--- src/rtl/mem_arb_pkg.sv ---
// Shared types and default sizes for the memory port arbiter.
package mem_arb_pkg;

    // Which requester owns the memory port during the current cycle.
    typedef enum logic [1:0] {
        IDLE    = 2'd0,
        ISSUE_F = 2'd1,
        ISSUE_D = 2'd2
    } owner_t;

    localparam int unsigned ADDR_W_DEF     = 8;
    localparam int unsigned DATA_W_DEF     = 16;
    localparam int unsigned STARVE_MAX_DEF = 3;
    localparam int unsigned STARVE_CNT_W   = 4;

endpackage : mem_arb_pkg

--- src/rtl/arb_starve_ctr.sv ---
// Fetch starvation guard: counts consecutive fetch losses to the data port,
// saturating at STARVE_MAX, and raises force_f once the limit is reached.
module arb_starve_ctr
    import mem_arb_pkg::*;
#(
    parameter int unsigned STARVE_MAX = STARVE_MAX_DEF,
    parameter int unsigned CNT_W      = STARVE_CNT_W
) (
    input  logic clk,
    input  logic rst,
    input  logic inc,
    input  logic clr,
    output logic force_f
);

    localparam logic [CNT_W-1:0] MAX_C = CNT_W'(STARVE_MAX);

    logic [CNT_W-1:0] cnt_q;
    logic [CNT_W-1:0] cnt_d;

    // Next count: clear wins over increment; increment stops at the limit.
    always_comb begin
        cnt_d = cnt_q;
        if (clr) begin
            cnt_d = '0;
        end else if (inc && (cnt_q != MAX_C)) begin
            cnt_d = cnt_q + 1'b1;
        end
    end

    // Counter register with synchronous reset.
    always_ff @(posedge clk) begin
        if (rst) begin
            cnt_q <= '0;
        end else begin
            cnt_q <= cnt_d;
        end
    end

    assign force_f = (cnt_q == MAX_C);

endmodule : arb_starve_ctr

--- src/rtl/mem_port_arbiter.sv ---
// Shares one synchronous-read memory port between instruction fetch and
// load/store. The data port wins ties, a port is never granted two cycles in
// a row, and a starvation guard forces fetch through after repeated losses.
// Address/data/write-enable toward memory are registered in the grant cycle;
// read data comes back one cycle later and is qualified by a per-owner rvalid.
module mem_port_arbiter
    import mem_arb_pkg::*;
#(
    parameter int unsigned ADDR_W     = ADDR_W_DEF,
    parameter int unsigned DATA_W     = DATA_W_DEF,
    parameter int unsigned STARVE_MAX = STARVE_MAX_DEF
) (
    input  logic              clk,
    input  logic              rst,
    // fetch port
    input  logic              f_req,
    input  logic [ADDR_W-1:0] f_addr,
    output logic              f_gnt,
    output logic              f_rvalid,
    output logic [DATA_W-1:0] f_rdata,
    // data port
    input  logic              d_req,
    input  logic              d_we,
    input  logic [ADDR_W-1:0] d_addr,
    input  logic [DATA_W-1:0] d_wdata,
    output logic              d_gnt,
    output logic              d_rvalid,
    output logic [DATA_W-1:0] d_rdata,
    // memory side
    output logic [ADDR_W-1:0] mem_addr,
    output logic [DATA_W-1:0] mem_wdata,
    output logic              mem_wren,
    input  logic [DATA_W-1:0] mem_q,
    // status
    output logic              busy
);

    owner_t            owner_q;
    owner_t            owner_d;
    logic [ADDR_W-1:0] mem_addr_q;
    logic [ADDR_W-1:0] mem_addr_d;
    logic [DATA_W-1:0] mem_wdata_q;
    logic [DATA_W-1:0] mem_wdata_d;
    logic              mem_wren_q;
    logic              mem_wren_d;
    logic              resp_valid_q;
    logic              resp_valid_d;
    logic              resp_is_f_q;
    logic              resp_is_f_d;

    logic              eligible_f;
    logic              eligible_d;
    logic              force_f;
    logic              starve_inc;
    logic              starve_clr;

    arb_starve_ctr #(
        .STARVE_MAX (STARVE_MAX),
        .CNT_W      (STARVE_CNT_W)
    ) u_starve (
        .clk     (clk),
        .rst     (rst),
        .inc     (starve_inc),
        .clr     (starve_clr),
        .force_f (force_f)
    );

    // Arbitration: pick next owner and the memory command it drives.
    always_comb begin
        eligible_f  = f_req & (owner_q != ISSUE_F);
        eligible_d  = d_req & (owner_q != ISSUE_D);

        owner_d     = IDLE;
        mem_addr_d  = mem_addr_q;
        mem_wdata_d = mem_wdata_q;
        mem_wren_d  = 1'b0;

        if (force_f && eligible_f) begin
            owner_d = ISSUE_F;
        end else if (eligible_d) begin
            owner_d = ISSUE_D;
        end else if (eligible_f) begin
            owner_d = ISSUE_F;
        end

        case (owner_d)
            ISSUE_F: begin
                mem_addr_d = f_addr;
            end
            ISSUE_D: begin
                mem_addr_d  = d_addr;
                mem_wdata_d = d_wdata;
                mem_wren_d  = d_we;
            end
            default: begin
            end
        endcase

        starve_inc = eligible_f & (owner_d == ISSUE_D);
        starve_clr = (owner_d == ISSUE_F) | ~f_req;
    end

    // Response stage input: a read issued this cycle returns data next cycle.
    always_comb begin
        resp_is_f_d  = (owner_q == ISSUE_F);
        resp_valid_d = (owner_q == ISSUE_F) | ((owner_q == ISSUE_D) & ~mem_wren_q);
    end

    // Issue, memory command and response registers.
    always_ff @(posedge clk) begin
        if (rst) begin
            owner_q      <= IDLE;
            mem_addr_q   <= '0;
            mem_wdata_q  <= '0;
            mem_wren_q   <= 1'b0;
            resp_valid_q <= 1'b0;
            resp_is_f_q  <= 1'b0;
        end else begin
            owner_q      <= owner_d;
            mem_addr_q   <= mem_addr_d;
            mem_wdata_q  <= mem_wdata_d;
            mem_wren_q   <= mem_wren_d;
            resp_valid_q <= resp_valid_d;
            resp_is_f_q  <= resp_is_f_d;
        end
    end

    assign f_gnt     = (owner_q == ISSUE_F);
    assign d_gnt     = (owner_q == ISSUE_D);
    assign mem_addr  = mem_addr_q;
    assign mem_wdata = mem_wdata_q;
    assign mem_wren  = mem_wren_q;

    assign f_rvalid  = resp_valid_q & resp_is_f_q;
    assign d_rvalid  = resp_valid_q & ~resp_is_f_q;
    assign f_rdata   = mem_q;
    assign d_rdata   = mem_q;

    assign busy      = (owner_q != IDLE) | resp_valid_q;

endmodule : mem_port_arbiter

--- config.mk ---
export PLATFORM = sky130hd
export DESIGN_NAME = mem_port_arbiter
export DESIGN_NICKNAME = d
export VERILOG_FILES = /design/src/rtl/mem_arb_pkg.sv /design/src/rtl/arb_starve_ctr.sv /design/src/rtl/mem_port_arbiter.sv
export SDC_FILE = /design/constraint.sdc
export NUM_CORES = 1
export LEC_CHECK = 0
export BUFFER_PORTS_ARGS = -buffer_cell sky130_fd_sc_hd__clkbuf_2
export CORE_UTILIZATION = 34
export DETAILED_ROUTE_END_ITERATION = 6
export PLACE_DENSITY_LB_ADDON = 0.2
export SETUP_SLACK_MARGIN = 0.1
export SYNTH_ARGS = -nofsm -noshare
export SYNTH_HDL_FRONTEND = slang
export SYNTH_SLANG_ARGS = --single-unit
--- constraint.sdc ---
create_clock -name clk -period 4.9 [get_ports clk]
set_input_delay 0.98 -clock clk [delete_from_list [all_inputs] [get_ports clk]]
set_output_delay 0.98 -clock clk [all_outputs]
set_load 0.01 [all_outputs]
# == Yosys cells after proc, flatten, opt, wreduce, memory -nomap -nowiden ==
# Index checks and enable logic that the tools add are counted.
# totals
register_bits,33
in_bits,53
wordCells,39
# op_classes
add_sub_neg,1
eq_ne,8
n_mux,4
bitwise_logic,13
reduce_logical,6
# ops
op,n
$pmux 8 s2,1
$and 1x1->1,6
$add 4x1->4 const B,1
$eq 2x1->1 const B,2
$eq 2x2->1 const B,2
$eq 4x2->1 const B,1
$mux 2,2
$ne 4x2->1 const B,1
$not 1->1,4
$reduce_bool 2->1,2
$reduce_or 2->1,2
$or 1x1->1,3
$logic_and 1x1->1,2
$ne 2x1->1 const B,1
$ne 2x2->1 const B,1
$mux 1,1

# == Depth between registers and ports, before layout ==
# Gate-level depths: netlist of the first run.
# logic_depth
depth_word,8
ltp_mapped,9

# == Cells and area by module ==
# A second synthesis of the first run with hierarchy kept.
# hier_totals
cells_unflattened,181
area_unflattened_um2,1676.6
# by_module_without_submodules
mod,instances,cells_each,area_per_inst_um2
mem_port_arbiter,1,159,1471.4
arb_starve_ctr,1,22,205.2

# == Least setup slack after synthesis of the first run ==
# Ideal clock, no wire load.
# synth_path
path_type,input port to flip-flop
start,in f_req
end,"reg mem_addr_q[6], in the netlist mem_addr[6]"
arrival_ns,2.356
required_time_ns,4.772
setup_slack_ns,2.416
cell_stages,7
cell_sequence,inv_1 -> a211o_1 -> and3_1 -> ha_1 -> clkbuf_1 -> mux2i_1 -> nor2_1
# synth_lines
element,line,rtl
"start, declared",mem_port_arbiter.sv:16,"input logic f_req,"
$and 1x1->1 (*),mem_port_arbiter.sv:70,eligible_f = f_req & (owner_q != ISSUE_F);
$logic_and 1x1->1 (*),mem_port_arbiter.sv:78,if (force_f && eligible_f) begin
$mux 2 (*),mem_port_arbiter.sv:78,
net owner_d[1],mem_port_arbiter.sv:39,owner_t owner_d;
$eq 2x2->1 or $eq 2x1->1 (tied branches),mem_port_arbiter.sv:86,case (owner_d)
$pmux 8 s2 or $reduce_bool 2->1 (tied branches),--,
"end signal, assigned",mem_port_arbiter.sv:120,mem_addr_q <= mem_addr_d;
"end, declared",mem_port_arbiter.sv:40,logic [ADDR_W-1:0] mem_addr_q;
# The timed path passes the listed nets; every way through them passes the cells marked *.
# A chain may end at the register's enable or synchronous reset.

# == Worst setup path after layout of the first run ==
# layout_path
start,in f_req
end,reg u_starve.cnt_q[3]
# layout_lines
element,line,rtl
$and 1x1->1 (*),mem_port_arbiter.sv:70,
$logic_and 1x1->1 (*),mem_port_arbiter.sv:78,
$mux 2 (*),mem_port_arbiter.sv:78,
net owner_d[1],mem_port_arbiter.sv:39,
$eq 2x1->1 or $eq 2x2->1 (tied branches),"mem_port_arbiter.sv:100, mem_port_arbiter.sv:99",
$or 1x1->1 or $and 1x1->1 (tied branches),"mem_port_arbiter.sv:100, mem_port_arbiter.sv:99",
$reduce_or 2->1 (no source line) or $logic_and 1x1->1 (tied branches),--,
"end signal, assigned",arb_starve_ctr.sv:36,cnt_q <= cnt_d;
"end, declared",arb_starve_ctr.sv:18,logic [CNT_W-1:0] cnt_q;
# Marked as above.

==> qor.yml, run 1 <==
power.density_nw_per_um2: 320
timing.rr.start: "u_starve.cnt_q[0]"
final_cell_mix: "clkbuf_2 (66), dfxtp_1 (33), mux2i_1 (27)"
crit_chain: "clkbuf_2 -> inv_1 -> a211o_1 -> and3_1 -> ha_1 -> nand2_1 -> or4_1 -> a21boi_1"
skew_ns: 0.00773
cp.arrival_ns: 3.12
critical_path_required_ns: 5.11
synth.cell_area_um2: 1670
min_to: "u_starve.cnt_q[1]"
worst_setup_path_start_kind: "input pin"
place_area_um2: 1800
multi_input_area_um2: 712
min_period_ns: 2.91
regToRegSetupSlack_ns: 2.11
port-buffer-count: 66
cts_buffer_depth: 2
final_common_cell: "clkbuf_2"
tns_ns: 0
grt_first_pass_wirelength_um: 4900
num-fill-cells: 487
cts_buffers: 5
fmax_mhz: 344
p_leak_nw: 0.948
syn_nets: 230
synth_cell_type_count: 29
ir_drop_mv: 0.170
r2r_end: "u_starve.cnt_q[3]"
reg2reg_depth: 8
hold_depth: 2
yosysSeqAreaShare: 0.396
core-area_um2: 4720
antenna_found_initial: 0
grt_max_degree: 31
postCtsSetupBuffers: 0
fin_crit_sh: 0.594
drv_slew: 0
grt_usage: 0.123
layout-drive-gt1-share: 0.403
clock_latency_ns: 0.28
rows: 25
syn_inst: 173
end_kind: "register"
hpwl_um: 2270
start_util: 0.354
crit_type: "input pin to register"
h-tree-depth: 2
totalWireLength_um: 3090
drv_cap: 0
overflow: 0
postLayoutCellArea_um2: 1890
hold_viol_final: 0
rsz0062_at_grt: "no"
timing.slew.headroom: 0.320
slowest_stage: "ha_1"
hp-start: "u_starve.cnt_q[1]"
postSynthAreaPerCell_um2: 9.66
clock-sinks: 33
fin_nets: 263
slowest_delay_ns: 0.83
place.gp.congestion: 0.643
worst_pin_slew_ns: 1.02
holdBufCountCts: 0
route.detailed.drc: 0
route.vias.total: 1202
die_h_um: 72.1
cts_tree: "yes"
ios: 115
yosysWarnings: 0
ys_ff_latch: 33
cts_root_buf: "clkbuf_8"
cp_max_fo: 19
wire_per_inst_um: 11.3
area.growth.synth_to_final_pct: 13.2
hold_class: "register to register"
fp.dieW_um: 72.1
cts_resized: 0
vias_per_cell: 4.40
drtIter0Drc: 29
dieArea_um2: 5200
setup_viol: 0
regArea_um2: 661
grt_pass1_vias: 1130
antennaDiodeCount: 0
dr.pass1.iters: 3
clk_pin_slew_worst_paths_ns: 0.06
status: "complete, no violations"
drt.antenna.violating_nets: 0
final cells by class:
cell class                 instances  area share
inverter                           4     0.00927
timing repair buffer              66       0.175
clock buffer                       7      0.0457
multi-input combinational         96       0.377
tap                               67      0.0443
sequential                        33       0.349
power by group:
part | switching, W | leakage [nW] | internal [W]
clock | 0.0000907 | 0.0443 | 0.000111
sequential | 0.00000899 | 0.271 | 0.000286
combinational | 0.0000528 | 0.634 | 0.0000549
total | 0.000152 | 0.948 | 0.000452
state kept, by name (all words and copies together) (netlist names):
name,cells
mem_addr,8
mem_wdata,16
mem_wren,1
owner_q,2
resp_is_f_q,1
resp_valid_q,1
u_starve.cnt_q,4
per-layer routing:
metal	vias to the layer above	global-route usage	share of wire	wire length, µm
met2	53	0.200	0.46	1420
li1	606	-	-	-
met4	0	0.0501	0.017	51
met3	7	0.0722	0.11	331
met5	-	0	0	0
met1	536	0.130	0.42	1290
critical path, delay by kind of cell:
| family | cells | cell delay, ns |
|---|---|---|
| buffers and inverters | 2 | 0.18 |
| and+or+nand+nor | 3 | 0.85 |
| AOI/OAI and AO/OA | 2 | 0.27 |
| adders and majority gates | 1 | 0.83 |
cell usage after synthesis:
master | count | area share
nand2b_1 | 2 | 0.0075
a211o_1 | 1 | 0.0052
nand2_1 | 5 | 0.011
and4b_1 | 2 | 0.012
and3_1 | 2 | 0.0075
nor3b_2 | 1 | 0.0075
or3b_1 | 1 | 0.0052
inv_4 | 1 | 0.0037
a21boi_1 | 1 | 0.0045
o21a_1 | 1 | 0.0045
or2b_1 | 1 | 0.0045
and2_1 | 2 | 0.0075
nand3b_1 | 1 | 0.0045
clkbuf_1 | 5 | 0.011
nand3_1 | 6 | 0.018
nor2_1 | 26 | 0.058
inv_1 | 3 | 0.0067
or3_2 | 1 | 0.0045
buf_2 | 2 | 0.0060
dfxtp_1 | 33 | 0.40
o31ai_1 | 1 | 0.0045
or4_1 | 1 | 0.0045
and3b_1 | 1 | 0.0052
buf_6 | 1 | 0.0067
mux2_2 | 8 | 0.054
nor2b_1 | 1 | 0.0037
mux2i_1 | 27 | 0.16
ha_1 | 4 | 0.030
buf_4 | 32 | 0.14
cells by family (layout without fill, tap and decap cells):
logic type / Yosys count / in the layout / share of synthesized area
AO/OA/AOI/OAI: 4 / 4 / 0.0187
adder cells (fa/ha/maj): 4 / 4 / 0.0300
buffers and inverters: 44 / 77 / 0.178
flip-flops: 33 / 33 / 0.396
multiplexers: 35 / 35 / 0.216
AND/OR/NAND/NOR: 53 / 53 / 0.162
through the flow:
| step | worst slack, ns | power (W) | instances | hold WS (ns) | utilization |
|---|---|---|---|---|---|
| final | 1.99 | 0.000605 | 273 | 0.482 | 0.400 |
| after global routing | 1.75 | 0.000639 | 273 | 0.516 | 0.400 |
| after CTS | 1.94 | 0.000618 | 273 | 0.485 | 0.400 |
| after detailed placement | 1.67 | 0.000411 | 266 | 0.479 | 0.382 |
| after global placement | 1.69 | 0.000410 | 266 | 0.469 | 0.382 |
| after floorplan | 2.42 | 0.000396 | 173 | 0.455 | - |
worst max path at each step:
| stage | to | startpoint | slack (ns) | depth (start not counted) |
|---|---|---|---|---|
| 5_1_grt | u_starve.cnt_q[3] | f_req | 1.75 | 8 |
| 3_3_place_gp | u_starve.cnt_q[3] | f_req | 1.69 | 8 |
| 3_5_place_dp | u_starve.cnt_q[3] | f_req | 1.67 | 8 |
| 4_1_cts | u_starve.cnt_q[3] | f_req | 1.94 | 8 |
| 6_report | u_starve.cnt_q[3] | f_req | 1.99 | 8 |
| 2_1_floorplan | mem_addr[6] | f_req | 2.42 | 7 |
Power figures use the tool's default switching activity.
==> inputs of run 2 (changes only) <==
==> constraint.sdc (replaced) <==
create_clock -name clk -period 2.86 [get_ports clk]
set_input_delay 0.572 -clock clk [delete_from_list [all_inputs] [get_ports clk]]
set_output_delay 0.572 -clock clk [all_outputs]
set_load 0.01 [all_outputs]
==> run 2 against run 1 <==
Compared with the run above:
- final area increased by 0.46%
- critical path type is now register to register
- die area unchanged
- critical endpoint is now mem_addr[2]
- core utilization increased by 0.19 points
- non-clock buffer count increased by 2
- power increased by 69%
==> qor.yml, run 2 (synthesis results as in run 1) <==
p_leak_nw: 0.954  # +0.56%
ir_drop_mv: 0.260  # +52%
crit_chain: "ha_1 -> or3b_1 -> a211o_1 -> and3_1 -> ha_1 -> mux2i_1 -> nor2_1"
place.gp.congestion: 0.713  # +11%
crit_end: "mem_addr[2]"
timing.rr.start: "u_starve.cnt_q[0]"
drt.antenna.violating_nets: 0  # unchanged
ios: 115  # unchanged
port-buffer-count: 66  # unchanged
grt_usage: 0.125  # +0.00199
die_h_um: 72.1  # unchanged
clk_pin_slew_worst_paths_ns: 0.06  # about the same
slowest_stage: "ha_1"
overflow: 0  # unchanged
rsz0062_at_grt: "no"
tns_ns: 0  # unchanged
slowest_delay_ns: 0.53  # -0.30 ns
crit_type: "register to register"
power.density_nw_per_um2: 537  # +68%
fmax_mhz: 424
r2r_end: "mem_addr[2]"
postCtsSetupBuffers: 0  # unchanged
skew_ns: 0.00355  # -0.00417 ns
final_cell_mix: "clkbuf_2 (66), dfxtp_1 (33), mux2i_1 (27)"
fp.dieW_um: 72.1  # unchanged
place_area_um2: 1820  # +0.83%
fin_nets: 265  # +0.76%
drv_slew: 0  # unchanged
drtIter0Drc: 38  # +31%
regArea_um2: 661  # unchanged
hold_viol_final: 0  # unchanged
layout-drive-gt1-share: 0.402  # -0.000999
antenna_found_initial: 0  # unchanged
holdBufCountCts: 0  # unchanged
totalWireLength_um: 3070  # -0.65%
fin_crit_sh: 0.825
route.detailed.drc: 0  # unchanged
status: "complete, no violations"
antennaDiodeCount: 0  # unchanged
worst_setup_path_start_kind: "register"
hpwl_um: 2290  # +1.0%
grt_pass1_vias: 1157  # +2.4%
cts_resized: 0  # unchanged
postLayoutCellArea_um2: 1900  # +0.46%
rows: 25  # unchanged
clock-sinks: 33  # unchanged
drv_cap: 0  # unchanged
cp.arrival_ns: 2.50  # -0.62 ns
wire_per_inst_um: 11.1  # -1.7%
clock_latency_ns: 0.28  # about the same
worst_pin_slew_ns: 0.632  # -0.388 ns
hp-start: "u_starve.cnt_q[1]"
end_kind: "register"
critical_path_required_ns: 3.01  # -2.10 ns
area.growth.synth_to_final_pct: 13.7
cts_root_buf: "clkbuf_8"
grt_first_pass_wirelength_um: 4940  # +0.84%
min_period_ns: 2.36
core-area_um2: 4720  # unchanged
h-tree-depth: 2  # unchanged
dieArea_um2: 5200  # unchanged
final_common_cell: "clkbuf_2"
cts_buffers: 5  # unchanged
worstPathBufferInverterCount: 0  # -2
cp_common_cell: "ha_1"
grt_max_degree: 31  # unchanged
reg2reg_depth: 7  # -1
path_delay_family: "adder cells"
regToRegSetupSlack_ns: 0.50  # -1.61 ns
num-fill-cells: 490  # +0.62%
startpoint: "u_starve.cnt_q[0]"
hold_class: "register to register"
timing.slew.headroom: 0.579  # +0.259
largest_register_ff_count: 16  # unchanged
route.vias.total: 1235  # +2.7%
cp_max_fo: 8  # -11
cts_tree: "yes"
dr.pass1.iters: 4  # +1
cp_num_cells: 7  # -1
setup_viol: 0  # unchanged
cts_buffer_depth: 2  # unchanged
vias_per_cell: 4.47  # +1.6%
start_util: 0.354  # unchanged
multi_input_area_um2: 712  # unchanged
## run 2: cell count changes in the layout (fill, tap and decap cells not counted), sizes merged
cell | previous run | this run
clkbuf | 73 | 74
buf | 0 | 2
## run 2: worst min-delay path: stages (launching register included)
cell and delay, ns:
dfxtp_1 0.33, nand2_1 0.06, mux2i_1 0.05
## run 2: per-layer routing
metal / up-vias / GRT usage / wire (µm)
met3: 9 / 0.0583 / 276
met2: 59 / 0.197 / 1400
li1: 612 / - / -
met4: 0 / 0.0828 / 70
met1: 555 / 0.134 / 1320
met5: - / 0 / 0
## run 2: power by group
group / total, W / leakage (nW) / switching [W] / internal [W]
Clock: 0.000329 / 0.0395 / 0.000157 / 0.000173
Sequential: 0.000505 / 0.271 / 0.0000152 / 0.000490
Combinational: 0.000186 / 0.644 / 0.0000907 / 0.0000955
## run 2: final cells by class
| class | instances | share of cell area |
|---|---|---|
| Tap cell | 67 | 0.0441 |
| Inverter | 4 | 0.00922 |
| Timing Repair Buffer | 68 | 0.182 |
| Multi-Input combinational cell | 96 | 0.375 |
| Clock buffer | 8 | 0.0422 |
| Sequential cell | 33 | 0.348 |
## run 2: worst min-delay path by stage
stage / to / slack (ns) / cells past startpoint
after global placement: mem_addr[3] / 0.47 / 2
after CTS: u_starve.cnt_q[1] / 0.49 / 2
after floorplan: u_starve.cnt_q[2] / 0.45 / 2
after global routing: u_starve.cnt_q[2] / 0.52 / 2
after detailed placement: u_starve.cnt_q[1] / 0.48 / 2
final: u_starve.cnt_q[1] / 0.48 / 2
## run 2: through the flow
| stage | cells | setup slack, ns | utilization | hold slack [ns] | total power [W] |
|---|---|---|---|---|---|
| floorplan | 173 | 0.534 | - | 0.455 | 0.000678 |
| detailed placement | 268 | 0.475 | 0.385 | 0.479 | 0.000705 |
| global placement | 268 | 0.529 | 0.385 | 0.474 | 0.000704 |
| global route | 276 | 0.310 | 0.402 | 0.519 | 0.00108 |
| finish | 276 | 0.502 | 0.402 | 0.484 | 0.00102 |
| CTS | 276 | 0.471 | 0.402 | 0.488 | 0.00104 |
